[src/rtl/strobe_scheduler_pkg.sv]
// Shared definitions for the strobe scheduler: timebase sizing, FSM state encoding.
// Latency: n/a (constants and an elaboration-time helper only).
// Backpressure: n/a.
//
// Contents:
//   NS_PER_S     nanoseconds per second, used by the tick calculation
//   state_t      FSM state type, with IDLE / RUN / DONE encodings
//   delay_ticks  clock cycles per strobe period, rounded to nearest, minimum 1
package strobe_pkg;

   localparam longint unsigned NS_PER_S = 64'd1_000_000_000;

   typedef logic [1:0] state_t;
   localparam state_t IDLE = 2'd0;
   localparam state_t RUN  = 2'd1;
   localparam state_t DONE = 2'd2;

   // The product CLOCK_HZ * PERIOD_NS exceeds 32 bits for ordinary clock
   // rates, so the whole calculation stays in 64-bit arithmetic.
   function automatic int delay_ticks(input longint unsigned clock_hz,
                                      input longint unsigned period_ns);
      longint unsigned ticks;
      ticks = (clock_hz * period_ns + NS_PER_S / 64'd2) / NS_PER_S;
      if (ticks < 64'd1) ticks = 64'd1;
      return int'(ticks);
   endfunction

endpackage

[src/rtl/strobe_scheduler_if.sv]
// Request/grant bundle between peripheral controllers and the strobe scheduler.
// Latency: n/a (wires only).
// Backpressure: requester holds Request_i high until Done_o; no other flow control.
//
// Signals:
//   Request_i  level request per channel
//   Count_i    per-channel burst length, channel k at [k*COUNT_WIDTH +: COUNT_WIDTH]
//   Grant_o    one-hot owner of the shared timebase
//   Strobe_o   single-cycle strobe to the owner
//   Done_o     single-cycle burst-complete pulse
//   Busy_o     any grant held
// Modports: master = requester side, slave = scheduler side.
interface strobe_scheduler_if #(
   parameter int CHANNELS    = 4,
   parameter int COUNT_WIDTH = 8
);
   logic [CHANNELS-1:0]             Request_i;
   logic [CHANNELS*COUNT_WIDTH-1:0] Count_i;
   logic [CHANNELS-1:0]             Grant_o;
   logic [CHANNELS-1:0]             Strobe_o;
   logic [CHANNELS-1:0]             Done_o;
   logic                            Busy_o;

   modport master (
      output Request_i, Count_i,
      input  Grant_o, Strobe_o, Done_o, Busy_o
   );

   modport slave (
      input  Request_i, Count_i,
      output Grant_o, Strobe_o, Done_o, Busy_o
   );
endinterface

[src/rtl/strobe_scheduler_timebase.sv]
// Shared strobe timebase: counts 0..DELAY_TICKS-1 and flags the terminal count.
// Latency: tc is combinational from the counter; it asserts on the DELAY_TICKS-th enabled cycle after clr.
// Backpressure: none; counting pauses while en is low, clr has priority over en.
//
// Ports:
//   Clock, Reset  system clock, asynchronous active-high reset
//   clr           return the counter to 0
//   en            advance the counter
//   tc            terminal count reached this cycle (only while en)
module strobe_timebase #(
   parameter int DELAY_TICKS = 7
) (
   input  logic Clock,
   input  logic Reset,
   input  logic clr,
   input  logic en,
   output logic tc
);
   localparam int CNT_W = (DELAY_TICKS > 1) ? $clog2(DELAY_TICKS) : 1;
   localparam logic [CNT_W-1:0] LAST = CNT_W'(DELAY_TICKS - 1);

   logic [CNT_W-1:0] cnt;

   assign tc = en && (cnt == LAST);

   always_ff @(posedge Clock or posedge Reset) begin
      if (Reset) begin
         cnt <= '0;
      end else if (clr) begin
         cnt <= '0;
      end else if (en) begin
         cnt <= tc ? '0 : cnt + 1'b1;
      end
   end
endmodule

[src/rtl/strobe_scheduler.sv]
// Shares one prescaled strobe timebase among CHANNELS requesters, one burst of N strobes at a time.
// Latency: grant 1 cycle after request seen in IDLE; strobes every DELAY_TICKS cycles; Done_o 1 cycle after last strobe.
// Backpressure: one owner at a time; other requests wait for IDLE, never pre-empt; owner dropping request aborts.
//
// Ports:
//   Clock, Reset  system clock, asynchronous active-high reset
//   bus           strobe_scheduler_if slave modport (Request_i, Count_i in; Grant_o, Strobe_o, Done_o, Busy_o out)
// Build option: STROBE_SCHEDULER_PRIORITY_EN selects fixed priority (lowest index wins)
// instead of round-robin and removes the rotation pointer.
module strobe_scheduler
   import strobe_pkg::*;
#(
   parameter longint unsigned CLOCK_HZ    = 14_000_000,
   parameter longint unsigned PERIOD_NS   = 500,
   parameter int              CHANNELS    = 4,
   parameter int              COUNT_WIDTH = 8
) (
   input  logic               Clock,
   input  logic               Reset,
   strobe_scheduler_if.slave  bus
);
   localparam int DELAY_TICKS = delay_ticks(CLOCK_HZ, PERIOD_NS);
   localparam int IDX_W       = (CHANNELS > 1) ? $clog2(CHANNELS) : 1;

   state_t                 state;
   logic [IDX_W-1:0]       winner;
   logic [COUNT_WIDTH-1:0] remaining;
   logic [CHANNELS-1:0]    grant;
   logic [CHANNELS-1:0]    strobe;
   logic [CHANNELS-1:0]    done;

   logic [IDX_W-1:0]       start;
   logic [IDX_W-1:0]       pick;
   logic                   pick_vld;
   logic [COUNT_WIDTH-1:0] pick_count;
   int                     sel_idx;

   logic                   owner_req;
   logic                   abort;
   logic                   tb_clr;
   logic                   tb_en;
   logic                   tb_tc;

   assign owner_req = bus.Request_i[winner];
   assign abort     = (state == RUN) && !owner_req;

   // ---------------------------------------------------------------
   // Arbitration start point
   // ---------------------------------------------------------------
`ifdef STROBE_SCHEDULER_PRIORITY_EN
   assign start = '0;
`else
   logic [IDX_W-1:0] ptr;

   // The pointer moves past the owner whenever its burst ends, whether it
   // completed or was abandoned, so a flaky requester cannot hog the timebase.
   always_ff @(posedge Clock or posedge Reset) begin
      if (Reset) begin
         ptr <= '0;
      end else if ((state == DONE) || abort) begin
         ptr <= (int'(winner) == CHANNELS - 1) ? '0 : winner + 1'b1;
      end
   end

   assign start = ptr;
`endif

   // Scan from the highest offset down so the channel nearest to start is
   // the last assignment and therefore the winner.
   always_comb begin
      pick     = '0;
      pick_vld = 1'b0;
      sel_idx  = 0;
      for (int i = CHANNELS - 1; i >= 0; i--) begin
         sel_idx = int'(start) + i;
         if (sel_idx >= CHANNELS) sel_idx = sel_idx - CHANNELS;
         if (bus.Request_i[sel_idx]) begin
            pick     = IDX_W'(sel_idx);
            pick_vld = 1'b1;
         end
      end
   end

   assign pick_count = bus.Count_i[int'(pick)*COUNT_WIDTH +: COUNT_WIDTH];

   // ---------------------------------------------------------------
   // Shared timebase: held at 0 outside RUN so the first strobe lands
   // exactly DELAY_TICKS cycles after the grant edge.
   // ---------------------------------------------------------------
   assign tb_clr = (state != RUN);
   assign tb_en  = (state == RUN) && owner_req;

   strobe_timebase #(
      .DELAY_TICKS (DELAY_TICKS)
   ) u_timebase (
      .Clock (Clock),
      .Reset (Reset),
      .clr   (tb_clr),
      .en    (tb_en),
      .tc    (tb_tc)
   );

   // ---------------------------------------------------------------
   // Burst FSM
   // DONE raises Done_o and returns to IDLE with the grant still held;
   // that first IDLE cycle retires the grant (Done_o and Grant_o fall on
   // the same edge), which also gives the one idle cycle between bursts.
   // ---------------------------------------------------------------
   always_ff @(posedge Clock or posedge Reset) begin
      if (Reset) begin
         state     <= IDLE;
         winner    <= '0;
         remaining <= '0;
         grant     <= '0;
         strobe    <= '0;
         done      <= '0;
      end else begin
         strobe <= '0;
         done   <= '0;
         case (state)
            IDLE: begin
               if (|grant) begin
                  grant <= '0;
               end else if (pick_vld) begin
                  winner    <= pick;
                  grant     <= CHANNELS'(1) << pick;
                  remaining <= pick_count;
                  state     <= (pick_count == '0) ? DONE : RUN;
               end
            end
            RUN: begin
               if (!owner_req) begin
                  grant <= '0;
                  state <= IDLE;
               end else if (tb_tc) begin
                  strobe[winner] <= 1'b1;
                  remaining      <= remaining - 1'b1;
                  if (remaining == COUNT_WIDTH'(1)) state <= DONE;
               end
            end
            DONE: begin
               done[winner] <= 1'b1;
               state        <= IDLE;
            end
            default: begin
               grant <= '0;
               state <= IDLE;
            end
         endcase
      end
   end

   assign bus.Grant_o  = grant;
   assign bus.Strobe_o = strobe;
   assign bus.Done_o   = done;
   assign bus.Busy_o   = |grant;

endmodule

[src/flat_wrapper.sv]
// flat-port wrapper written by rule: the top's interface ports become plain ports
module strobe_scheduler_flat import strobe_pkg::*;
#(
   parameter longint unsigned CLOCK_HZ    = 14_000_000,
   parameter longint unsigned PERIOD_NS   = 500,
   parameter int              CHANNELS    = 4,
   parameter int              COUNT_WIDTH = 8
)
  (Clock, Reset, bus_Request_i, bus_Count_i, bus_Grant_o, bus_Strobe_o, bus_Done_o, bus_Busy_o);
  strobe_scheduler_if #(.CHANNELS(CHANNELS), .COUNT_WIDTH(COUNT_WIDTH)) bus_i ();
  input  logic Clock;
  input  logic Reset;
  input wire logic [$bits(bus_i.Request_i)-1:0] bus_Request_i;
  input wire logic [$bits(bus_i.Count_i)-1:0] bus_Count_i;
  output wire logic [$bits(bus_i.Grant_o)-1:0] bus_Grant_o;
  output wire logic [$bits(bus_i.Strobe_o)-1:0] bus_Strobe_o;
  output wire logic [$bits(bus_i.Done_o)-1:0] bus_Done_o;
  output wire logic [$bits(bus_i.Busy_o)-1:0] bus_Busy_o;
  assign bus_i.Request_i = bus_Request_i;
  assign bus_i.Count_i = bus_Count_i;
  assign bus_Grant_o = bus_i.Grant_o;
  assign bus_Strobe_o = bus_i.Strobe_o;
  assign bus_Done_o = bus_i.Done_o;
  assign bus_Busy_o = bus_i.Busy_o;
  strobe_scheduler #(.CLOCK_HZ(CLOCK_HZ), .PERIOD_NS(PERIOD_NS), .CHANNELS(CHANNELS), .COUNT_WIDTH(COUNT_WIDTH)) u_core (.Clock(Clock), .Reset(Reset), .bus(bus_i));
endmodule
[config.mk]
export PLATFORM = sky130hd
export DESIGN_NAME = strobe_scheduler_flat
export DESIGN_NICKNAME = d
export VERILOG_FILES = /design/src/rtl/strobe_scheduler_pkg.sv /design/src/rtl/strobe_scheduler_if.sv /design/src/rtl/strobe_scheduler_timebase.sv /design/src/rtl/strobe_scheduler.sv /design/src/flat_wrapper.sv
export SDC_FILE = /design/constraint.sdc
export NUM_CORES = 1
export LEC_CHECK = 0
export BUFFER_PORTS_ARGS = -buffer_cell sky130_fd_sc_hd__buf_2
export CAP_MARGIN = 20
export CORE_UTILIZATION = 45
export DETAILED_ROUTE_END_ITERATION = 7
export GPL_TIMING_DRIVEN = 0
export PLACE_DENSITY = 0.7
export SLEW_MARGIN = 15
export SYNTH_ARGS = -nofsm -noshare
export SYNTH_HDL_FRONTEND = slang
export SYNTH_HIERARCHICAL = 1
export SYNTH_SLANG_ARGS = --single-unit
[constraint.sdc]
create_clock -name Clock -period 3.45 [get_ports Clock]
set_input_delay 0.345 -clock Clock [delete_from_list [all_inputs] [get_ports Clock]]
set_output_delay 0.345 -clock Clock [all_outputs]
set_load 0.1 [all_outputs]
# Word level (Yosys, flattened, before mapping)
# Index checks and enable logic that the tools add are counted.
word_totals:
  regBits: 29
  input_bits: 38
  out_inout_bits: 13
  wordCells: 113
classes:
  n_addsub: 10
  n_lt_le_gt_ge: 10
  eq_ne: 14
  shifts: 2
  mux: 52
  bitwise: 2
  n_reduce_logical: 15
op_table:
  columns: ["operator", "count"]
  rows:
  - ["less-than comparator 32 x 4 -> 1 bit (second input constant)", 4]
  - ["two-way mux 32 bit", 4]
  - [">= comparator 32 x 4 -> 1 bit (second input constant)", 3]
  - ["subtractor 32 x 4 -> 32 bit (second input constant)", 3]
  - ["two-way mux 8 bit", 4]
  - ["indexed part select 32 x 6 -> 8 bit", 1]
  - ["two-way mux 4 bit", 7]
  - ["two-way mux 2 bit", 11]
  - ["case mux 8 bit (2 select lines)", 1]
  - ["two-way mux 1 bit", 14]
  - ["case mux 4 bit (3 select lines)", 1]
  - ["binary-select mux 1 bit (select 2 bit)", 5]
  - ["two-way mux 3 bit", 3]
  - ["== test 8 x 1 -> 1 bit (second input constant)", 1]
  - ["logical NOT 8 bit", 1]
  - ["subtractor 8 x 1 -> 8 bit (second input constant)", 1]
  - ["adder 2 x 2 -> 3 bit (second input constant)", 2]
  - ["inequality test 2 x 1 -> 1 bit (second input constant)", 3]
  - ["inequality test 2 bit (second input constant)", 3]
  - ["inequality test 3 bit (second input constant)", 2]
  - ["AND reduction 3 bit", 2]
  - ["AND reduction 5 bit", 1]
  - ["== test 2 x 1 -> 1 bit (second input constant)", 2]
  - ["logical AND 1 bit", 4]
  - ["20 further kinds", 22]

# Logic depth before layout (Yosys ltp)
# Gate-level depths: netlist of the first run.
logic_depth:
  word_depth: 16
  ltp_mapped: 10
  ltp_nobuf: 9

# By module
# Netlist of the first run, hierarchy kept.
by_module_without_submodules:
  columns: ["mod", "n_inst", "cells_each", "area_per_inst_um2", "seq_area_each_um2"]
  rows:
  - ["strobe_scheduler", 1, 188, 1670.4, 650.6]
  - ["strobe_timebase", 1, 18, 178.9, 75.1]

# Worst setup path before layout of the first run
# No wires, ideal clock.
synth_path:
  path_type: "reg2reg"
  start: "register u_core.grant[1] (netlist: u_core/bus.Grant_o[1])"
  end: "register u_core.remaining[0]"
  setup_ns: 0.130
  t_arrival_ns: 2.837
  required_ns: 3.320
  slack_ns: 0.483
  path_stages_with_launch: 8
  path_buffers: 1
  period_less_slack_ns: 2.967
  cell_sequence: "dfrtp_1 > nor4_1 > inv_1 > nor4_1 > nor2_1 > clkbuf_1 > a21oi_1 > o31ai_1"
synth_between:
  elab_chain_cells: 3
synth_lines:
  columns: ["element", "line", "source"]
  rows:
  - ["from (decl)", "strobe_scheduler.sv:28", "logic [CHANNELS-1:0] grant;"]
  - ["from (signal assigned)", "strobe_scheduler.sv:126", "grant <= CHANNELS'(1) << pick;"]
  - ["OR reduction 4 bit", null, null]
  - ["named net bus_Busy_o", "flat_wrapper.sv:18", "output wire logic [$bits(bus_i.Busy_o)-1:0] bus_Busy_o;"]
  - ["inequality test 2 bit (no source line)", null, null]
  - ["AND reduction 5 bit (no source line)", null, null]
  - ["to (signal assigned)", "strobe_scheduler.sv:127", "remaining <= pick_count;"]
  - ["to (signal assigned)", "strobe_scheduler.sv:137", "remaining <= remaining - 1'b1;"]
  - ["to (decl)", "strobe_scheduler.sv:27", "logic [COUNT_WIDTH-1:0] remaining;"]
# The timed path passes the listed nets, and every way through them passes these cells.
# A chain may end at the register's enable or synchronous reset.

# Worst setup path in the final report of the first run
layout_path:
  start: "register u_core.winner[0]"
  end: "register u_core.remaining[0]"
layout_between:
  elab_chain_cells: 6
  word_cells_on_any_way: 7
  classes_between: "2 x eq/ne; 2 x mux; 3 x reduce/logical"
layout_lines:
  columns: ["element", "line", "source"]
  rows:
  - ["from (decl)", "strobe_scheduler.sv:26", "logic [IDX_W-1:0] winner;"]
  - ["from (signal assigned)", "strobe_scheduler.sv:125", "winner <= pick;"]
  - ["binary-select mux 1 bit (select 2 bit)", "strobe_scheduler.sv:44", "assign owner_req = bus.Request_i[winner];"]
  - ["two-way mux 1 bit (not written as such)", "strobe_scheduler.sv:44", null]
  - ["logical AND 1 bit", "strobe_scheduler.sv:91", "assign tb_en = (state == RUN) && owner_req;"]
  - ["named net u_core.tb_en", "strobe_scheduler.sv:41", "logic tb_en;"]
  - ["logical AND 1 bit", "strobe_scheduler_timebase.sv:24", "assign tc = en && (cnt == LAST);"]
  - ["named net u_core.tb_tc", "strobe_scheduler.sv:42", "logic tb_tc;"]
  - ["inequality test 2 bit (no source line)", null, null]
  - ["AND reduction 5 bit (no source line)", null, null]
# The timed path passes the listed nets, and every way through them passes these cells. The select of a mux whose other input is x is not followed.

==> results of run 1 <==
==> power by group through the flow <==
stage / Combinational [mW] / Clock, mW / Sequential (mW)
floorplan: 0.790 / 0 / 0.675
global placement: 1.15 / 0 / 0.562
detailed placement: 1.18 / 0 / 0.562
CTS: 1.18 / 0.367 / 0.559
global route: 1.31 / 0.386 / 0.581
finish: 1.18 / 0.359 / 0.561
==> synthesized netlist by cell type (7+ instances only) <==
master	n	area [um2]
sky130_fd_sc_hd__a211oi_1	12	90.1
sky130_fd_sc_hd__a21boi_0	11	82.6
sky130_fd_sc_hd__a21oi_1	13	65.1
sky130_fd_sc_hd__and2_1	9	56.3
sky130_fd_sc_hd__dfrtp_1	29	726
sky130_fd_sc_hd__ha_1	8	100
sky130_fd_sc_hd__inv_1	14	52.6
sky130_fd_sc_hd__nand2_1	10	37.5
sky130_fd_sc_hd__nor2_1	16	60.1
sky130_fd_sc_hd__nor3_1	7	35.0
sky130_fd_sc_hd__o21ai_0	10	50.1
==> cell type report <==
cell class / instances / share of cell area
plain buffers: 8 / 0.0194
clock buffers: 7 / 0.0372
clock inverters: 1 / 0.0130
inverters: 14 / 0.0227
multi-input cells: 155 / 0.443
flip-flops and latches: 29 / 0.313
well taps: 48 / 0.0259
repair buffers: 53 / 0.126
==> flip-flops by register name (all words and copies together) (netlist names) <==
register,count
u_core/bus.Grant_o,4
u_core/remaining,8
u_core/state,2
u_core/bus.Strobe_o,4
u_core/u_timebase/cnt,3
u_core/bus.Done_o,4
u_core/ptr,2
u_core/winner,2
==> worst min-delay path, cell delays in order <==
cell and delay [ns]:
sky130_fd_sc_hd__buf_2 0.07, sky130_fd_sc_hd__a211oi_1 0.08, sky130_fd_sc_hd__o31ai_1 0.20
==> worst paths after layout <==
path | endpoint | depth (start not counted) | start
setup reg to reg | u_core/remaining[0]$_DFFE_PP0P_ | 9 | u_core/winner[0]$_DFFE_PP0P_
hold / removal | u_core/remaining[0]$_DFFE_PP0P_ | 3 | bus_Count_i[24]
min in group asynchronous | u_core/u_timebase/cnt[0]$_DFFE_PP0P_ | 3 | Reset
setup / recovery | u_core/remaining[0]$_DFFE_PP0P_ | 9 | u_core/winner[0]$_DFFE_PP0P_
max in group asynchronous | u_core/bus.Strobe_o[0]$_DFF_PP0_ | 4 | Reset
hold reg to reg | u_core/bus.Grant_o[3]$_DFFE_PP0P_ | 2 | u_core/bus.Grant_o[3]$_DFFE_PP0P_
==> cell families after synthesis <==
family | count (synthesis)
compound gates | 79
simple gates | 64
flops | 29
buf+inv | 22
fa+ha+maj | 8
mux | 4
==> layout by cell type, fill, tap and decap left out, types with 3 or more instances in the layout <==
| cell type | instances |
|---|---|
| sky130_fd_sc_hd__o22ai_1 | 6 |
| sky130_fd_sc_hd__a21boi_0 | 11 |
| sky130_fd_sc_hd__a22o_1 | 3 |
| sky130_fd_sc_hd__a21oi_1 | 13 |
| sky130_fd_sc_hd__nand2_1 | 10 |
| sky130_fd_sc_hd__a21boi_1 | 5 |
| sky130_fd_sc_hd__dfrtp_1 | 29 |
| sky130_fd_sc_hd__nor4_1 | 6 |
| sky130_fd_sc_hd__clkbuf_8 | 6 |
| sky130_fd_sc_hd__o21ai_1 | 6 |
| sky130_fd_sc_hd__ha_1 | 8 |
| sky130_fd_sc_hd__nor2b_1 | 5 |
| sky130_fd_sc_hd__buf_2 | 51 |
| sky130_fd_sc_hd__a211oi_2 | 4 |
| sky130_fd_sc_hd__nor2_1 | 16 |
| sky130_fd_sc_hd__a211oi_1 | 12 |
| sky130_fd_sc_hd__clkbuf_1 | 6 |
| sky130_fd_sc_hd__nor3_1 | 7 |
| sky130_fd_sc_hd__o21ai_0 | 10 |
| sky130_fd_sc_hd__and2_1 | 9 |
| sky130_fd_sc_hd__inv_1 | 14 |
==> layer usage <==
layer | GRT usage | vias to the layer above | wire [um]
met3 | 0.0483 | 5 | 207
li1 | - | 879 | -
met5 | 0 | - | 0
met4 | 0.0798 | 0 | 46
met2 | 0.372 | 63 | 2030
met1 | 0.277 | 816 | 2110
==> metrics by stage <==
step,cells,setup slack [ns],cell area (um2),util
detailed placement,305,0.665,2160,0.570
global route,315,0.470,2320,0.610
global placement,304,0.645,2160,0.569
floorplan,206,0.483,1850,-
CTS,314,0.662,2290,0.603
finish,315,0.679,2320,0.610
==> timing repair <==
item	4_1_cts	5_1_grt
endpoints found under the setup margin	0	0
endpoints found under the hold margin	3	0
hold buffers	1	0
==> report_table.html, run 1 <==
<table>
<tr><th>Metric</th><th>Value</th></tr>
<tr><th colspan="2">Synth</th></tr>
<tr><td>Count of flip-flops with a built-in enable after synthesis</td><td>0</td></tr>
<tr><td>Dominant combinational cell family by area after synthesis</td><td>compound AO/OA/AOI/OAI gates</td></tr>
<tr><td>Synth Area in Adders</td><td>0.0541</td></tr>
<tr><td>Net count after synthesis</td><td>252</td></tr>
<tr><td>Netlist cell types</td><td>39</td></tr>
<tr><td>Post-synthesis mux area share</td><td>0.0291</td></tr>
<tr><td>Post-synth ARST share</td><td>1.00</td></tr>
<tr><td>Flip-flop and latch count after synthesis</td><td>29</td></tr>
<tr><td>Post-Synth Simple-Gate Area</td><td>0.179</td></tr>
<tr><td>Complex-gate fraction of the synthesized area</td><td>0.292</td></tr>
<tr><td>Most common flop cell mapped by yosys</td><td>sky130_fd_sc_hd__dfrtp_1</td></tr>
<tr><td>Synthesized netlist cell count</td><td>206</td></tr>
<tr><td>Warnings, synthesis</td><td>6</td></tr>
<tr><td>Synth Area in XOR/XNOR</td><td>0</td></tr>
<tr><td>Sequential fraction of the synthesis area</td><td>0.392</td></tr>
<tr><td>Post-synthesis cell area</td><td>1850 um2</td></tr>
<tr><td>Mean cell area of the mapped netlist</td><td>8.98 um2</td></tr>
<tr><th colspan="2">Layout</th></tr>
<tr><td>Area of the multi-input gates</td><td>1030 um2</td></tr>
<tr><td>Fillers</td><td>341</td></tr>
<tr><td>Area grow syn2layout</td><td>25.4%</td></tr>
<tr><td># nets final</td><td>~310</td></tr>
<tr><td>Share of post-route cells with drive strength above 1</td><td>0.258</td></tr>
<tr><td>Inserted Diodes</td><td>0</td></tr>
<tr><td>Total area of sequential cells</td><td>726 um2</td></tr>
<tr><th colspan="2">Critical path</th></tr>
<tr><td>R2R setup slack</td><td>0.68 ns</td></tr>
<tr><td>Setup CP Type</td><td>reg2reg</td></tr>
<tr><td>Maximum fanout along the worst path</td><td>10</td></tr>
<tr><td>Crit path max-delay cell type</td><td>sky130_fd_sc_hd__mux4_2</td></tr>
<tr><td>Required time worst endpoint</td><td>around 3.6 ns</td></tr>
<tr><td>Arrival time worst endpoint</td><td>2.96 ns</td></tr>
<tr><td>Worst stage delay on the critical path</td><td>between 0.5 and 0.6 ns</td></tr>
<tr><td>Cell type group with the largest total delay on the critical path</td><td>simple AND/OR/NAND/NOR gates</td></tr>
<tr><td>Critical Path End Type</td><td>flip-flop</td></tr>
<tr><td>CP Launch Type</td><td>flip-flop</td></tr>
<tr><td>Critical path buffers and inverters</td><td>2</td></tr>
<tr><td>Sequence of cells on the critical path</td><td>mux4_2 -&gt; nand2_1 -&gt; inv_1 -&gt; and3_2 -&gt; and3_1 -&gt; nor2_1 -&gt; clkbuf_1 -&gt; a21oi_1 -&gt; o31ai_1</td></tr>
<tr><th colspan="2">GRT</th></tr>
<tr><td>Overall track demand over capacity in global routing</td><td>0.222</td></tr>
<tr><td>Total gr overflow</td><td>0</td></tr>
<tr><td>Vias in the first global route</td><td>1638</td></tr>
<tr><td>Wire length of the first global-routing pass</td><td>7290 um</td></tr>
<tr><td>Initial antenna violation count</td><td>0</td></tr>
<tr><td>Pin count of the biggest net entering global routing</td><td>27</td></tr>
<tr><th colspan="2">Route</th></tr>
<tr><td>Final routed DRC violation total</td><td>0</td></tr>
<tr><td>Vias post-DR</td><td>1763</td></tr>
<tr><td>Overall routed net length</td><td>4400 um</td></tr>
<tr><td>Post-route ant nets</td><td>0</td></tr>
<tr><td>Average wire per cell in the routed design</td><td>between 10 and 15 um</td></tr>
<tr><td>Starting DRT DRC Count</td><td>96</td></tr>
<tr><td>Router iterations before antenna repair</td><td>4</td></tr>
<tr><td>Via density per instance</td><td>5.60</td></tr>
<tr><th colspan="2">Placed design</th></tr>
<tr><td>Final weighted congestion of routability-driven global placement</td><td>0.857</td></tr>
<tr><td>Count of buffers inserted at the top-level ports</td><td>50</td></tr>
<tr><td>Detailed-placement wirelength estimate</td><td>about 3400 um</td></tr>
<tr><th colspan="2">Clocking</th></tr>
<tr><td>H-Tree Depth</td><td>2</td></tr>
<tr><td>Quantity of gates resized following cts</td><td>0</td></tr>
<tr><td>Number of buffers added by the clock tree synthesis step</td><td>5</td></tr>
<tr><td>Num Clock Sinks</td><td>29</td></tr>
<tr><td>Max Root-Sink Buffers</td><td>2</td></tr>
<tr><td>TritonCTS clock tree</td><td>built</td></tr>
<tr><td>Root Driver</td><td>sky130_fd_sc_hd__clkbuf_8</td></tr>
<tr><td>Worst skew pair latency</td><td>0.28 ns</td></tr>
<tr><td>Post-CTS Setup Repair Bufs</td><td>0</td></tr>
<tr><td>CTS clk-pin slew, worst paths</td><td>roughly 0.060 ns</td></tr>
<tr><th colspan="2">Worst hold path</th></tr>
<tr><td>Kind of path behind the tightest hold check</td><td>in2reg</td></tr>
<tr><th colspan="2">Timing</th></tr>
<tr><td>Final cycle utilization of the critical path</td><td>0.803</td></tr>
<tr><td>FMAX</td><td>roughly 0.36 GHz</td></tr>
<tr><td>Worst-case hold slack</td><td>0.453 ns</td></tr>
<tr><td>Worst setup skew after layout</td><td>0.00299 ns</td></tr>
<tr><td>Final critical-path required period</td><td>between 2 and 3 ns</td></tr>
<tr><td>Final TNS setup</td><td>0 ns</td></tr>
<tr><td>Number of hold-slack violations in the final timing report</td><td>0</td></tr>
<tr><td>Transition time of the tightest slew-check pin</td><td>between 0.8 and 0.9 ns</td></tr>
<tr><td>Slew HR</td><td>0.444</td></tr>
<tr><td>Unrepaired setup endpoints after global routing</td><td>false</td></tr>
<tr><td>Setup violation total in the final timing report</td><td>0</td></tr>
<tr><td>Total count of max-transition violations in the final report</td><td>0</td></tr>
<tr><th colspan="2">Pwr</th></tr>
<tr><td>Portion of total power attributed to sequential cells</td><td>0.267</td></tr>
<tr><td>Power per unit of standard cell area</td><td>roughly 910 nW/um2</td></tr>
<tr><td>Total Power Consumption</td><td>~2.1 mW</td></tr>
<tr><td>Switching pwr</td><td>1.05 mW</td></tr>
<tr><td>Combinational share of power</td><td>0.562</td></tr>
<tr><td>Switching Share</td><td>0.499</td></tr>
<tr><td>Worst VDD drop</td><td>0.463 mV</td></tr>
<tr><td>Static leakage</td><td>1.11 nW</td></tr>
<tr><td>Internal power</td><td>approximately 1.1 mW</td></tr>
<tr><td>Proportion of power drawn by the clock network</td><td>0.171</td></tr>
<tr><th colspan="2">Floorplanning</th></tr>
<tr><td>Standard-cell row count</td><td>22</td></tr>
<tr><td>Die width</td><td>66.1 um</td></tr>
<tr><td>Die Footprint</td><td>approximately 4400 um2</td></tr>
<tr><td>Floorplan die height</td><td>between 60 and 70 um</td></tr>
<tr><td>Placeable core region</td><td>3800 um2</td></tr>
<tr><td>Top Ports</td><td>51</td></tr>
<tr><td>Starting utilization of the core area</td><td>0.487</td></tr>
<tr><th colspan="2">Outcome</th></tr>
<tr><td>Outcome</td><td>completed</td></tr>
<tr><th colspan="2">Run</th></tr>
<tr><td>Number of max-capacitance violations reported</td><td>0</td></tr>
</table>
No activity file was read; power rests on OpenSTA's default activity.
==> inputs of run 2 (changes only) <==
Clock period 3.45 ns to 2.8 ns, I/O delays scaled along.
==> run 2 against run 1 <==
Net effect: critical path depth unchanged; combinational power grew 25%; clock skew grew 0.0039 ns; fmax grew 4.3%; cell count unchanged; sequential share of layout area hardly changed; count of clock-buffer cells in the layout shrank 2; sequential cell count unchanged; sequential power rose by 23%; wire length fell by 2.0%; design area barely moved; setup slack worse by 0.54 ns.
==> report_table.html, run 2 (synthesized netlist as in run 1, its figures left out) <==
<table>
<tr><th>Metric</th><th>Value</th></tr>
<tr><th colspan="2">Timing</th></tr>
<tr><td>Number of hold-slack violations in the final timing report</td><td>0 (unchanged)</td></tr>
<tr><td>Slew HR</td><td>0.535 (+0.0911)</td></tr>
<tr><td>Final critical-path required period</td><td>2.66 ns (-0.115 ns)</td></tr>
<tr><td>Total count of max-transition violations in the final report</td><td>0 (unchanged)</td></tr>
<tr><td>Worst setup skew after layout</td><td>0.00694 ns (+0.00395 ns)</td></tr>
<tr><td>FMAX</td><td>0.376 GHz (+4.3%)</td></tr>
<tr><td>Final TNS setup</td><td>0 ns (unchanged)</td></tr>
<tr><td>Transition time of the tightest slew-check pin</td><td>0.692 ns (-0.135 ns)</td></tr>
<tr><td>Unrepaired setup endpoints after global routing</td><td>false</td></tr>
<tr><td>Setup violation total in the final timing report</td><td>0 (unchanged)</td></tr>
<tr><td>Final cycle utilization of the critical path</td><td>0.949 (+0.146)</td></tr>
<tr><th colspan="2">Route</th></tr>
<tr><td>Router iterations before antenna repair</td><td>4 (unchanged)</td></tr>
<tr><td>Average wire per cell in the routed design</td><td>13.7 um (-2.0%)</td></tr>
<tr><td>Via density per instance</td><td>5.45 (-2.6%)</td></tr>
<tr><td>Starting DRT DRC Count</td><td>79 (-18%)</td></tr>
<tr><td>Post-route ant nets</td><td>0 (unchanged)</td></tr>
<tr><td>Vias post-DR</td><td>1717 (-2.6%)</td></tr>
<tr><td>Overall routed net length</td><td>4310 um (-2.0%)</td></tr>
<tr><td>Final routed DRC violation total</td><td>0 (unchanged)</td></tr>
<tr><th colspan="2">Floorplanning</th></tr>
<tr><td>Die Footprint</td><td>4370 um2 (unchanged)</td></tr>
<tr><td>Placeable core region</td><td>3800 um2 (unchanged)</td></tr>
<tr><td>Die width</td><td>66.1 um (unchanged)</td></tr>
<tr><td>Standard-cell row count</td><td>22 (unchanged)</td></tr>
<tr><td>Starting utilization of the core area</td><td>0.487 (unchanged)</td></tr>
<tr><td>Floorplan die height</td><td>66.1 um (unchanged)</td></tr>
<tr><td>Top Ports</td><td>51 (unchanged)</td></tr>
<tr><th colspan="2">Layout</th></tr>
<tr><td># nets final</td><td>312 (unchanged)</td></tr>
<tr><td>Commonest non-fill, non-tap cell in the layout</td><td>sky130_fd_sc_hd__buf_2</td></tr>
<tr><td>Largest register by flop count</td><td>u_core/remaining</td></tr>
<tr><td>Commonest cells after routing, fill and taps aside</td><td>51 x sky130_fd_sc_hd__buf_2, 29 x sky130_fd_sc_hd__dfrtp_1, 15 x sky130_fd_sc_hd__nor2_1</td></tr>
<tr><td>Fillers</td><td>331 (-2.9%)</td></tr>
<tr><td>Share of post-route cells with drive strength above 1</td><td>0.296 (+0.0375)</td></tr>
<tr><td>Area grow syn2layout</td><td>25.4% (about the same)</td></tr>
<tr><td>Largest register FFs</td><td>8 (unchanged)</td></tr>
<tr><td>Final design utilization</td><td>0.611 (about the same)</td></tr>
<tr><td>Inserted Diodes</td><td>0 (unchanged)</td></tr>
<tr><th colspan="2">GRT</th></tr>
<tr><td>Met1 capacity usage during global routing</td><td>0.290 (+0.0127)</td></tr>
<tr><td>Total gr overflow</td><td>0 (unchanged)</td></tr>
<tr><td>Met2 Usage GRT</td><td>0.349 (-0.0230)</td></tr>
<tr><td>Wire length of the first global-routing pass</td><td>7180 um (-1.4%)</td></tr>
<tr><td>Vias in the first global route</td><td>1584 (-3.3%)</td></tr>
<tr><td>Initial antenna violation count</td><td>0 (unchanged)</td></tr>
<tr><td>GR Util met3</td><td>0.0534 (+0.00517)</td></tr>
<tr><td>Pin count of the biggest net entering global routing</td><td>27 (unchanged)</td></tr>
<tr><td>Overall track demand over capacity in global routing</td><td>0.223 (+0.00134)</td></tr>
<tr><td>GRT Max-Usage Layer</td><td>met2</td></tr>
<tr><th colspan="2">Critical path</th></tr>
<tr><td>Critical Path End Type</td><td>flip-flop</td></tr>
<tr><td>Arrival time worst endpoint</td><td>2.83 ns (-0.13 ns)</td></tr>
<tr><td>Required time worst endpoint</td><td>2.97 ns (-0.67 ns)</td></tr>
<tr><td>Launch point of the worst path</td><td>u_core/ptr[1]$_DFFE_PP0P_</td></tr>
<tr><td>Maximum fanout along the worst path</td><td>10 (unchanged)</td></tr>
<tr><td>Launching point of the worst reg2reg path</td><td>u_core/ptr[1]$_DFFE_PP0P_</td></tr>
<tr><td>CP Launch Type</td><td>flip-flop</td></tr>
<tr><td>Setup CP Type</td><td>reg2reg</td></tr>
<tr><th colspan="2">Clocking</th></tr>
<tr><td>Number of buffers added by the clock tree synthesis step</td><td>5 (unchanged)</td></tr>
<tr><td>CTS clk-pin slew, worst paths</td><td>0.06 ns (about the same)</td></tr>
<tr><td>TritonCTS clock tree</td><td>built</td></tr>
<tr><td>Max Root-Sink Buffers</td><td>2 (unchanged)</td></tr>
<tr><td>H-Tree Depth</td><td>2 (unchanged)</td></tr>
<tr><td>Root Driver</td><td>sky130_fd_sc_hd__clkbuf_8</td></tr>
<tr><td>Num Clock Sinks</td><td>29 (unchanged)</td></tr>
<tr><td>Worst skew pair latency</td><td>0.29 ns (about the same)</td></tr>
<tr><th colspan="2">Pwr</th></tr>
<tr><td>Combinational share of power</td><td>0.591 (+0.029)</td></tr>
<tr><td>Internal power</td><td>1.20 mW (+14%)</td></tr>
<tr><td>Portion of total power attributed to sequential cells</td><td>0.275 (+0.008)</td></tr>
<tr><td>Proportion of power drawn by the clock network</td><td>0.135 (-0.036)</td></tr>
<tr><td>Total Power Consumption</td><td>2.51 mW (+20%)</td></tr>
<tr><td>Switching pwr</td><td>1.31 mW (+25%)</td></tr>
<tr><td>Worst VDD drop</td><td>0.461 mV (-0.49%)</td></tr>
<tr><td>Switching Share</td><td>0.523 (+0.0241)</td></tr>
<tr><td>Static leakage</td><td>1.11 nW (-0.67%)</td></tr>
<tr><td>Power per unit of standard cell area</td><td>1080 nW/um2 (+19%)</td></tr>
<tr><th colspan="2">Worst hold path</th></tr>
<tr><td>Hold wc startpoint</td><td>bus_Count_i[24]</td></tr>
<tr><td>Kind of path behind the tightest hold check</td><td>in2reg</td></tr>
<tr><th colspan="2">Outcome</th></tr>
<tr><td>Outcome</td><td>completed</td></tr>
<tr><th colspan="2">Placed design</th></tr>
<tr><td>Count of buffers inserted at the top-level ports</td><td>50 (unchanged)</td></tr>
<tr><td>Detailed-placement wirelength estimate</td><td>3300 um (-2.6%)</td></tr>
<tr><td>Final weighted congestion of routability-driven global placement</td><td>0.884 (+3.2%)</td></tr>
<tr><th colspan="2">Run</th></tr>
<tr><td>Number of max-capacitance violations reported</td><td>0 (unchanged)</td></tr>
</table>
-- run 2: worst max-delay path, cell delays in order, from the launching register on --
cell	delay, ns
sky130_fd_sc_hd__dfrtp_1	0.42
sky130_fd_sc_hd__nand2_1	0.09
sky130_fd_sc_hd__a221o_2	0.44
sky130_fd_sc_hd__and2_1	0.17
sky130_fd_sc_hd__buf_6	0.13
sky130_fd_sc_hd__buf_6	0.15
sky130_fd_sc_hd__a211oi_1	0.32
sky130_fd_sc_hd__o22ai_1	0.14
sky130_fd_sc_hd__or4_1	0.47
sky130_fd_sc_hd__a22o_1	0.20
-- run 2: through the flow --
step	hold slack [ns]	worst slack, ns	cell area, um2	instances
final	0.364	0.144	2320	315
after global routing	0.416	0.00705	2320	315
after CTS	0.357	0.0124	2270	314
after floorplan	0.0336	0.183	1860	206
after global placement	0.158	0.0467	2170	304
after detailed placement	0.161	0.0369	2170	305
-- run 2: repair_timing --
item | in CTS | in global routing
setup endpoints to repair | 0 | 9
hold endpoints to repair | 3 | 0
buffers inserted | 0 | 0
gates resized for setup | 0 | 8
hold buffers | 1 | 0
-- run 2: layer usage --
metal | share of wire | wire length (um)
met4 | 0.017 | 75
met5 | 0 | 0
met3 | 0.062 | 269
met2 | 0.44 | 1900
met1 | 0.48 | 2060
-- run 2: area by class of cell --
cell class,count,area [um2],area share
buffer,8,46.3,0.0200
clock buffer,5,68.8,0.0297
clock inverter,3,17.5,0.00755
inverter,14,52.6,0.0227
multi-input combinational,155,1060,0.455
sequential,29,726,0.313
tap,48,60.1,0.0259
timing repair buffer,53,293,0.126
-- run 2: path summary, 6_finish.rpt --
kind	depth (start not counted)	slack, ns	end
max	9	0.14	u_core/state[0]$_DFFE_PP0P_
min	3	0.36	u_core/remaining[0]$_DFFE_PP0P_
max reg2reg	9	0.14	u_core/state[0]$_DFFE_PP0P_
min reg2reg	2	0.53	u_core/bus.Grant_o[3]$_DFFE_PP0P_
max in group asynchronous	4	1.92	u_core/bus.Strobe_o[0]$_DFF_PP0_
min in group asynchronous	3	0.40	u_core/u_timebase/cnt[2]$_DFFE_PP0P_
-- run 2: power by group through the flow --
stage	Sequential (mW)	Combinational, mW	Clock [mW]
final	0.690	1.48	0.338
after global routing	0.712	1.64	0.370
after CTS	0.688	1.45	0.351
after detailed placement	0.692	1.45	0
after global placement	0.693	1.43	0
after floorplan	0.833	0.985	0
==> inputs of run 3 (changes only) <==
Settings changed: CORE_UTILIZATION 45 to 35, PLACE_DENSITY 0.7 to unset.
==> run 3 against run 2 <==
Net effect: global-route usage shrank 4.6 points; setup slack gained 0.028 ns; non-clock buffer count is the same; count of clock-buffer cells in the layout grew 1; critical path depth is the same; cell count grew 7.0%; critical path type unchanged; largest power group unchanged.
==> report_table.html, run 3 (synthesized netlist as in run 1, its figures left out) <==
<table>
<tr><th>Metric</th><th>Value</th></tr>
<tr><th colspan="2">Outcome</th></tr>
<tr><td>Outcome</td><td>completed</td></tr>
<tr><th colspan="2">Floorplanning</th></tr>
<tr><td>Standard-cell row count</td><td>26 (+18%)</td></tr>
<tr><td>Top Ports</td><td>51 (unchanged)</td></tr>
<tr><td>Starting utilization of the core area</td><td>0.362 (-0.125)</td></tr>
<tr><td>Die width</td><td>74.7 um (+13%)</td></tr>
<tr><td>Floorplan die height</td><td>74.7 um (+13%)</td></tr>
<tr><td>Die Footprint</td><td>5580 um2 (+28%)</td></tr>
<tr><td>Placeable core region</td><td>5110 um2 (+34%)</td></tr>
<tr><th colspan="2">Pwr</th></tr>
<tr><td>Switching Share</td><td>0.499 (-0.0244)</td></tr>
<tr><td>Static leakage</td><td>1.12 nW (+1.0%)</td></tr>
<tr><td>Switching pwr</td><td>1.31 mW (-0.36%)</td></tr>
<tr><td>Worst VDD drop</td><td>0.385 mV (-16%)</td></tr>
<tr><td>Proportion of power drawn by the clock network</td><td>0.171 (+0.036)</td></tr>
<tr><td>Portion of total power attributed to sequential cells</td><td>0.263 (-0.012)</td></tr>
<tr><td>Power per unit of standard cell area</td><td>1100 nW/um2 (+2.0%)</td></tr>
<tr><td>Internal power</td><td>1.32 mW (+9.9%)</td></tr>
<tr><td>Combinational share of power</td><td>0.566 (-0.025)</td></tr>
<tr><th colspan="2">Clocking</th></tr>
<tr><td>Number of buffers added by the clock tree synthesis step</td><td>5 (unchanged)</td></tr>
<tr><td>H-Tree Depth</td><td>2 (unchanged)</td></tr>
<tr><td>TritonCTS clock tree</td><td>built</td></tr>
<tr><td>Num Clock Sinks</td><td>29 (unchanged)</td></tr>
<tr><td>CTS clk-pin slew, worst paths</td><td>0.07 ns (about the same)</td></tr>
<tr><td>Worst skew pair latency</td><td>0.28 ns (about the same)</td></tr>
<tr><td>Max Root-Sink Buffers</td><td>2 (unchanged)</td></tr>
<tr><td>Post-CTS Setup Repair Bufs</td><td>0 (unchanged)</td></tr>
<tr><td>Root Driver</td><td>sky130_fd_sc_hd__clkbuf_8</td></tr>
<tr><th colspan="2">Route</th></tr>
<tr><td>Average wire per cell in the routed design</td><td>13.1 um (-3.9%)</td></tr>
<tr><td>Overall routed net length</td><td>4430 um (+2.8%)</td></tr>
<tr><td>Vias post-DR</td><td>1716 (-0.058%)</td></tr>
<tr><td>Final routed DRC violation total</td><td>0 (unchanged)</td></tr>
<tr><td>Via density per instance</td><td>5.09 (-6.6%)</td></tr>
<tr><td>Post-route ant nets</td><td>0 (unchanged)</td></tr>
<tr><td>Starting DRT DRC Count</td><td>88 (+11%)</td></tr>
<tr><td>Router iterations before antenna repair</td><td>6 (+2)</td></tr>
<tr><th colspan="2">Timing</th></tr>
<tr><td>Worst setup skew after layout</td><td>0.00584 ns (-0.00110 ns)</td></tr>
<tr><td>Final cycle utilization of the critical path</td><td>0.939 (-0.00985)</td></tr>
<tr><td>Final TNS setup</td><td>0 ns (unchanged)</td></tr>
<tr><td>Slew HR</td><td>0.522 (-0.0125)</td></tr>
<tr><td>Setup violation total in the final timing report</td><td>0 (unchanged)</td></tr>
<tr><td>Final critical-path required period</td><td>2.63 ns (-0.0276 ns)</td></tr>
<tr><td>Number of hold-slack violations in the final timing report</td><td>0 (unchanged)</td></tr>
<tr><td>Total count of max-transition violations in the final report</td><td>0 (unchanged)</td></tr>
<tr><td>Transition time of the tightest slew-check pin</td><td>0.710 ns (+0.0185 ns)</td></tr>
<tr><td>Unrepaired setup endpoints after global routing</td><td>false</td></tr>
<tr><td>FMAX</td><td>0.380 GHz (+1.0%)</td></tr>
<tr><th colspan="2">Worst hold path</th></tr>
<tr><td>Kind of path behind the tightest hold check</td><td>in2reg</td></tr>
<tr><td>Depth of the worst hold-timing path</td><td>3 (unchanged)</td></tr>
<tr><td>Hold wc startpoint</td><td>bus_Count_i[24]</td></tr>
<tr><th colspan="2">Layout</th></tr>
<tr><td>Commonest cells after routing, fill and taps aside</td><td>51 x sky130_fd_sc_hd__buf_2, 28 x sky130_fd_sc_hd__dfrtp_1, 15 x sky130_fd_sc_hd__nor2_1</td></tr>
<tr><td>Area grow syn2layout</td><td>28.5%</td></tr>
<tr><td>Inserted Diodes</td><td>0 (unchanged)</td></tr>
<tr><td>Final cell count without fillers</td><td>337 (+7.0%)</td></tr>
<tr><td>Largest register FFs</td><td>8 (unchanged)</td></tr>
<tr><td>Commonest non-fill, non-tap cell in the layout</td><td>sky130_fd_sc_hd__buf_2</td></tr>
<tr><td>Largest register by flop count</td><td>u_core/remaining</td></tr>
<tr><td>Fillers</td><td>525 (+59%)</td></tr>
<tr><td># nets final</td><td>312 (unchanged)</td></tr>
<tr><td>Share of post-route cells with drive strength above 1</td><td>0.296 (unchanged)</td></tr>
<tr><th colspan="2">Placed design</th></tr>
<tr><td>Count of buffers inserted at the top-level ports</td><td>50 (unchanged)</td></tr>
<tr><td>Detailed-placement wirelength estimate</td><td>3430 um (+4.2%)</td></tr>
<tr><td>Cells after DPL</td><td>327 (+7.2%)</td></tr>
<tr><td>Final weighted congestion of routability-driven global placement</td><td>0.802 (-9.4%)</td></tr>
<tr><th colspan="2">Critical path</th></tr>
<tr><td>Launch point of the worst path</td><td>u_core/ptr[1]$_DFFE_PP0P_</td></tr>
<tr><td>CP Launch Type</td><td>flip-flop</td></tr>
<tr><td>Required time worst endpoint</td><td>2.96 ns (about the same)</td></tr>
<tr><td>Maximum fanout along the worst path</td><td>10 (unchanged)</td></tr>
<tr><td>Logic depth of the worst register-to-register path</td><td>9 (unchanged)</td></tr>
<tr><td>Critical Path End Type</td><td>flip-flop</td></tr>
<tr><td>Arrival time worst endpoint</td><td>2.79 ns (-0.04 ns)</td></tr>
<tr><td>Launching point of the worst reg2reg path</td><td>u_core/ptr[1]$_DFFE_PP0P_</td></tr>
<tr><td>Setup CP Type</td><td>reg2reg</td></tr>
<tr><th colspan="2">GRT</th></tr>
<tr><td>Met2 Usage GRT</td><td>0.279 (-0.0702)</td></tr>
<tr><td>Wire length of the first global-routing pass</td><td>7430 um (+3.5%)</td></tr>
<tr><td>GRT Max-Usage Layer</td><td>met2</td></tr>
<tr><td>Initial antenna violation count</td><td>0 (unchanged)</td></tr>
<tr><td>Overall track demand over capacity in global routing</td><td>0.176 (-0.0465)</td></tr>
<tr><td>Pin count of the biggest net entering global routing</td><td>27 (unchanged)</td></tr>
<tr><td>Vias in the first global route</td><td>1576 (-0.51%)</td></tr>
<tr><td>Total gr overflow</td><td>0 (unchanged)</td></tr>
<tr><td>Met1 capacity usage during global routing</td><td>0.240 (-0.0495)</td></tr>
<tr><td>GR Util met3</td><td>0.0321 (-0.0213)</td></tr>
<tr><th colspan="2">Run</th></tr>
<tr><td>Number of max-capacitance violations reported</td><td>0 (unchanged)</td></tr>
</table>
==> run 3: area by class of cell <==
cell class              count  area (um2)  area share
plain buffers               8        46.3      0.0195
clock buffers               6        82.6      0.0348
clock inverters             2        37.5      0.0158
inverters                  14        52.6      0.0221
multi-input cells         155        1050       0.442
flip-flops and latches     29         727       0.306
well taps                  70        87.6      0.0369
repair buffers             53         293       0.123
==> run 3: layer usage <==
layer	up-vias	part of all wire
met3	4	0.037
li1	877	-
met4	0	0.013
met1	793	0.50
met5	-	0
met2	42	0.45
==> run 3: per-stage QoR <==
step / worst slack, ns / power [mW] / util / hold WS (ns) / area (um2)
5_1_grt: 0.0236 / 2.83 / 0.465 / 0.379 / 2380
6_report: 0.171 / 2.62 / 0.465 / 0.365 / 2380
4_1_cts: 0.00351 / 2.61 / 0.456 / 0.366 / 2330
2_1_floorplan: 0.183 / 1.82 / - / 0.0336 / 1860
3_5_place_dp: 0.00195 / 2.16 / 0.430 / 0.165 / 2200
3_3_place_gp: 0.00124 / 2.14 / 0.429 / 0.166 / 2190
==> run 3: path summary, 6_finish.rpt <==
kind	end	slack [ns]
setup / recovery	u_core/state[0]$_DFFE_PP0P_	0.17
hold / removal	u_core/remaining[0]$_DFFE_PP0P_	0.36
setup reg to reg	u_core/state[0]$_DFFE_PP0P_	0.17
hold reg to reg	u_core/bus.Grant_o[3]$_DFFE_PP0P_	0.52
max in group asynchronous	u_core/ptr[1]$_DFFE_PP0P_	1.88
min in group asynchronous	u_core/u_timebase/cnt[1]$_DFFE_PP0P_	0.42
==> run 3: power by group through the flow <==
stage          logic (mW)  clock network (mW)  registers, mW
3_5_place_dp         1.46                   0          0.691
3_3_place_gp         1.44                   0          0.694
6_report             1.49               0.450          0.689
4_1_cts              1.46               0.461          0.687
2_1_floorplan       0.985                   0          0.833
5_1_grt              1.64               0.480          0.713
==> run 3: critical path, stage by stage, from the launching register on <==
cell and delay, ns:
sky130_fd_sc_hd__dfrtp_2 0.40, sky130_fd_sc_hd__nand2_1 0.08, sky130_fd_sc_hd__a221o_2 0.44, sky130_fd_sc_hd__and2_1 0.17, sky130_fd_sc_hd__buf_6 0.13, sky130_fd_sc_hd__buf_6 0.14, sky130_fd_sc_hd__a211oi_2 0.25, sky130_fd_sc_hd__o22ai_1 0.09
sky130_fd_sc_hd__or4_1 0.60, sky130_fd_sc_hd__a22o_1 0.20
==> run 3: timing repair <==
action,4_1_cts,5_1_grt
setup endpoints to repair,0,10
resized for setup,0,8
endpoints found under the hold margin,3,0
hold buffers,1,0
